<file path="src/rtl/ibex_instr_ahbl_bridge.sv">
// ibex_instr_ahbl_bridge: Ibex instruction-fetch (req/gnt/rvalid) to single-beat AHB-Lite read master.
// Address and data phases overlap, so zero-wait fetches sustain one word per cycle.
module ibex_instr_ahbl_bridge #(
    parameter int ADDR_WIDTH = 32,
    parameter int DATA_WIDTH = 32
) (
    input  logic                  clk,
    input  logic                  rstn,
    input  logic                  instr_req_i,
    input  logic [ADDR_WIDTH-1:0] instr_addr_i,
    output logic                  instr_gnt_o,
    output logic                  instr_rvalid_o,
    output logic [DATA_WIDTH-1:0] instr_rdata_o,
    output logic                  instr_err_o,
    output logic [ADDR_WIDTH-1:0] ahbl_haddr,
    output logic [1:0]            ahbl_htrans,
    output logic [2:0]            ahbl_hburst,
    output logic [2:0]            ahbl_hsize,
    output logic [3:0]            ahbl_hprot,
    output logic                  ahbl_hmastlock,
    output logic                  ahbl_hwrite,
    output logic [DATA_WIDTH-1:0] ahbl_hwdata,
    input  logic [DATA_WIDTH-1:0] ahbl_hrdata,
    input  logic                  ahbl_hready,
    input  logic                  ahbl_hresp
);
    typedef enum logic [1:0] {S_IDLE, S_DATA, S_ERR} state_e;
    state_e state_q, state_d;
    logic   nonseq;
    logic   data_done;
    logic   err_done;
    // No new address phase while an ERROR response is in progress.
    assign nonseq    = instr_req_i && state_q != S_ERR && !(state_q == S_DATA && ahbl_hresp);
    assign data_done = state_q == S_DATA && ahbl_hready;
    assign err_done  = state_q == S_ERR && ahbl_hready;
    assign instr_gnt_o    = nonseq && ahbl_hready;
    assign instr_rvalid_o = data_done || err_done;
    assign instr_err_o    = err_done || (data_done && ahbl_hresp);
    assign instr_rdata_o  = (data_done && !ahbl_hresp) ? ahbl_hrdata : '0;
    assign ahbl_haddr     = {instr_addr_i[ADDR_WIDTH-1:2], 2'b00};
    assign ahbl_htrans    = nonseq ? 2'b10 : 2'b00;
    assign ahbl_hburst    = 3'b000;
    assign ahbl_hsize     = 3'b010;
    assign ahbl_hprot     = 4'b0010;
    assign ahbl_hmastlock = 1'b0;
    assign ahbl_hwrite    = 1'b0;
    assign ahbl_hwdata    = '0;
    always_comb begin
        state_d = state_q;
        case (state_q)
            S_IDLE:  state_d = instr_gnt_o ? S_DATA : S_IDLE;
            S_DATA:  state_d = (ahbl_hresp && !ahbl_hready) ? S_ERR :
                               ahbl_hready ? (instr_gnt_o ? S_DATA : S_IDLE) : S_DATA;
            S_ERR:   state_d = ahbl_hready ? S_IDLE : S_ERR;
            default: state_d = S_IDLE;
        endcase
    end
    always_ff @(posedge clk or negedge rstn) begin
        if (!rstn) state_q <= S_IDLE;
        else       state_q <= state_d;
    end
endmodule

</file>
<file path="config.mk">
export PLATFORM = sky130hd
export DESIGN_NAME = ibex_instr_ahbl_bridge
export DESIGN_NICKNAME = d
export VERILOG_FILES = /design/src/rtl/ibex_instr_ahbl_bridge.sv
export SDC_FILE = /design/constraint.sdc
export NUM_CORES = 1
export LEC_CHECK = 0
export ABC_CLOCK_PERIOD_IN_PS = 2300
export CORE_AREA = 2 2 70 72
export CTS_CLUSTER_DIAMETER = 30
export DETAILED_ROUTE_END_ITERATION = 7
export DIE_AREA = 0 0 72 74
export PLACE_DENSITY = 0.86
export SLEW_MARGIN = 30
export SYNTH_ARGS = -nofsm -noshare
export SYNTH_HDL_FRONTEND = slang
export SYNTH_SLANG_ARGS = --single-unit
export TNS_END_PERCENT = 100
</file>
<file path="constraint.sdc">
create_clock -name clk -period 2.3 [get_ports clk]
set_clock_uncertainty 0.05 [all_clocks]
set_input_delay 0.23 -clock clk [delete_from_list [all_inputs] [get_ports clk]]
set_output_delay 0.23 -clock clk [all_outputs]
set_load 0.005 [all_outputs]
</file>
==> results of run 1 <==
## where the power goes
part	leakage (nW)	total, mW	switching [mW]	internal (mW)
logic	0.553	0.189	0.0639	0.125
registers	0.0258	0.0463	0.00579	0.0405
clock network	0.0216	0.134	0.0233	0.110
## stage by stage
stage                     setup slack (ns)  cell area (µm²)
after floorplan                      1.055             1147
after global placement              0.1113             1324
after detailed placement            0.1169             1324
after CTS                           0.1190             1365
after global routing               0.02427             1365
final                               0.1377             1365
## area by class of cell
class                   instances  share of cell area
clock buffers                   3             0.03025
flip-flops and latches          2             0.03666
multi-input cells              91              0.3501
well taps                      54             0.04950
repair buffers                 73              0.5335
## path summary, 6_finish.rpt
check	endpoint	slack [ns]	cells after the start
max	instr_rdata_o[14]	0.14	4
min	state_q[0]	0.14	1
max reg2reg	state_q[0]	1.27	2
min reg2reg	state_q[0]	0.45	1
max in group asynchronous	state_q[1]	1.94	1
min in group clk	ahbl_haddr[10]	0.41	0
## cell usage after synthesis
| cell type | count |
|---|---|
| sky130_fd_sc_hd__a2111oi_0 | 1 |
| sky130_fd_sc_hd__and2_1 | 25 |
| sky130_fd_sc_hd__and2_2 | 7 |
| sky130_fd_sc_hd__or2b_1 | 1 |
| sky130_fd_sc_hd__buf_6 | 3 |
| sky130_fd_sc_hd__dfrtp_1 | 2 |
| sky130_fd_sc_hd__and4bb_4 | 1 |
| sky130_fd_sc_hd__nor2_1 | 1 |
| sky130_fd_sc_hd__nand3b_1 | 1 |
| sky130_fd_sc_hd__a21boi_0 | 2 |
| sky130_fd_sc_hd__a21oi_1 | 1 |
| sky130_fd_sc_hd__conb_1 | 2 |
| sky130_fd_sc_hd__buf_4 | 78 |
| sky130_fd_sc_hd__nor2b_1 | 1 |
| sky130_fd_sc_hd__and3_1 | 1 |
| sky130_fd_sc_hd__and4_2 | 1 |
| sky130_fd_sc_hd__nand2b_1 | 1 |
## routing by layer
layer	global-route usage	up-vias	routed length, µm
met5	0	-	0
met4	0.03983	0	80
met3	0.02981	16	276
met2	0.1132	57	1188
met1	0.09764	309	914
li1	-	349	-
## cell families (layout without fill, tap and decap cells)
logic type / count (synthesis) / in the layout / synth area share
DFF: 2 / 2 / 0.05115
AOI/OAI and AO/OA: 4 / 4 / 0.02940
other: 2 / 47 / 0.007675
buffers and inverters: 81 / 76 / 0.6330
and+or+nand+nor: 40 / 40 / 0.2788
## critical path, delay by kind of cell
kind / cells / cell delay [ns]
buffers and inverters: 2 / 0.92
and+or+nand+nor: 2 / 0.72
## cell usage in the layout (no fill, tap or decap), types with 2 or more instances in the layout
master	netlist	routed
sky130_fd_sc_hd__a21boi_0	2	2
sky130_fd_sc_hd__and2_1	25	25
sky130_fd_sc_hd__and2_2	7	7
sky130_fd_sc_hd__clkbuf_8	0	3
sky130_fd_sc_hd__clkdlybuf4s50_1	0	72
sky130_fd_sc_hd__conb_1	2	47
sky130_fd_sc_hd__dfrtp_1	2	2
==> impl_table.tex, run 1 <==
\begin{tabular}{lr}
\hline
Metric & Value \\
\hline
\multicolumn{2}{l}{\textbf{Run status}} \\
\quad Run status & finished, final reports clean \\
\multicolumn{2}{l}{\textbf{Pwr}} \\
\quad Total power after layout & 0.3691 mW \\
\quad Ratio of total power to cell area & 270.4 nW/µm² \\
\quad Maximum vdd drop & 0.0001793 V \\
\quad Static power due to leakage & 0.5999 nW \\
\multicolumn{2}{l}{\textbf{Timing}} \\
\quad Final count of pins violating max slew & 0 \\
\quad Setup TNS Final & 0 ns \\
\quad Max Freq & 462.5 MHz \\
\quad Number of failing hold endpoints at the final stage & 0 \\
\quad Minimum hold slack & 0.1392 ns \\
\quad RSZ-0062 raised after global routing & false \\
\quad Final min period & 2.162 ns \\
\quad Final count of negative-setup-slack endpoints & 0 \\
\quad Crit share post-route & 0.9401 \\
\multicolumn{2}{l}{\textbf{Critical path}} \\
\quad Worst endpoint data arrival time & 1.88 ns \\
\quad CP required & 2.02 ns \\
\quad Slowest cell on crit path & sky130\_fd\_sc\_hd\_\_and4bb\_4 \\
\quad Maximum net fanout on the critical path & 32 \\
\quad Critical path class & primary input to output pin \\
\quad Most Frequent Cell on Critical Path & sky130\_fd\_sc\_hd\_\_clkdlybuf4s50\_1 \\
\quad Cells traversed along the worst timing path & clkdlybuf4s50\_1 > and4bb\_4 > and2\_2 > clkdlybuf4s50\_1 \\
\quad Critical path capture point type & output pin \\
\quad CP Launch Point & ahbl\_hresp \\
\quad Origin of the critical flop-to-flop path & state\_q[0] \\
\quad Max stage delay on crit path & 0.52 ns \\
\quad Setup crit start kind & primary input \\
\multicolumn{2}{l}{\textbf{Clock network}} \\
\quad Post-cts resize count & 0 \\
\quad Clock latency reported for the late side of the worst-skew pair & 0.21 ns \\
\quad Clock Pin Slew Worst Setup and Hold Paths & 0.03 ns \\
\quad Root buffer cell & sky130\_fd\_sc\_hd\_\_clkbuf\_8 \\
\quad Maximum buffer depth of the clock tree & 2 \\
\quad Buffers inserted during post-CTS setup optimization & 0 \\
\quad Clock net sink count & 2 \\
\quad \# hold bufs at CTS & 0 \\
\quad Number of buffers added by the clock tree synthesis step & 3 \\
\quad Clock H-tree levels & 1 \\
\quad CTS tree & done \\
\multicolumn{2}{l}{\textbf{Floorplan}} \\
\quad Die boundary height & 74 µm \\
\quad Total I/O pin count & 182 \\
\quad Core area & 4598 µm² \\
\quad Horizontal die dimension & 72 µm \\
\quad Std cell rows & 25 \\
\quad Effective utilization at floorplan & 0.2128 \\
\quad Floorplan die area & 5328 µm² \\
\multicolumn{2}{l}{\textbf{Job}} \\
\quad Number of max-cap violations & 0 \\
\multicolumn{2}{l}{\textbf{Synth}} \\
\quad Post-Syn Area & 978.4 µm² \\
\quad Register area share after synthesis & 0.05115 \\
\quad Count of different cell masters after synthesis & 17 \\
\quad Most area-consuming cells after synthesis & sky130\_fd\_sc\_hd\_\_buf\_4, sky130\_fd\_sc\_hd\_\_and2\_1, sky130\_fd\_sc\_hd\_\_and2\_2 \\
\quad Synth Instances & 129 \\
\quad Number of synthesized register bits & 2 \\
\quad Syn. warnings & 0 \\
\quad Synth top area share & 0.5985 \\
\quad Cell taking the most area after synthesis & sky130\_fd\_sc\_hd\_\_buf\_4 \\
\quad Mean area per synthesized cell & 7.585 µm² \\
\multicolumn{2}{l}{\textbf{Routing}} \\
\quad DRC violation count after routing & 0 \\
\quad Count of vias placed by the detailed router & 731 \\
\quad DR iter-0 viols & 12 \\
\quad Routed wirelength normalized by instance count & 11.02 µm \\
\quad Total wire length & 2.458 mm \\
\quad Via density per instance & 3.278 \\
\quad Number of nets with antenna violations after detailed routing & 0 \\
\quad DR pass1 iterations & 2 \\
\multicolumn{2}{l}{\textbf{Placed design}} \\
\quad Half-perimeter wire length of the detailed placement result & 2.083 mm \\
\quad Placer congestion estimate & 0.6688 \\
\quad Placed Cells incl. Taps & 220 \\
\quad Count of buffers from port buffering & 72 \\
\multicolumn{2}{l}{\textbf{Layout}} \\
\quad Area of the multi-input gates & 478.0 µm² \\
\quad Area delta synth->final & 39.51\% \\
\quad Layout filler cell count & 498 \\
\quad Register bank with the most flops & state\_q \\
\quad Register area & 50.05 µm² \\
\quad Fin cells & 223 \\
\quad Biggest registers after layout & state\_q x2 \\
\quad ANT cells & 0 \\
\quad Core utilization of the finished layout & 0.2969 \\
\quad Number of nets in the layout & 240 \\
\quad Share of final-layout standard cells stronger than drive strength 1 & 0.07692 \\
\quad Max reg flops & 2 \\
\multicolumn{2}{l}{\textbf{GRT}} \\
\quad Maximum number of pins on one net before global-route repair & 33 \\
\quad Global route total overflow & 0 \\
\quad Global-route wire length before repair & 3.132 mm \\
\quad All-layer global routing usage & 0.07690 \\
\quad Number of global-route vias before repair & 598 \\
\quad Number of antenna violations at the first check in global routing & 0 \\
\multicolumn{2}{l}{\textbf{Worst hold path}} \\
\quad Class of the tightest hold or removal check & primary input to async pin \\
\hline
\end{tabular}
No activity file was read; power rests on OpenSTA's default activity.
==> inputs of run 2 (changes only) <==
--- a/config.mk
+++ b/config.mk
@@ -11,7 +11,7 @@
 export DETAILED_ROUTE_END_ITERATION = 7
 export DIE_AREA = 0 0 72 74
 export PLACE_DENSITY = 0.86
-export SLEW_MARGIN = 30
+export SLEW_MARGIN = 20
 export SYNTH_ARGS = -nofsm -noshare
 export SYNTH_HDL_FRONTEND = slang
 export SYNTH_SLANG_ARGS = --single-unit
==> results of run 2 <==
Final layout, timing and power as in run 1 (identical DEF).
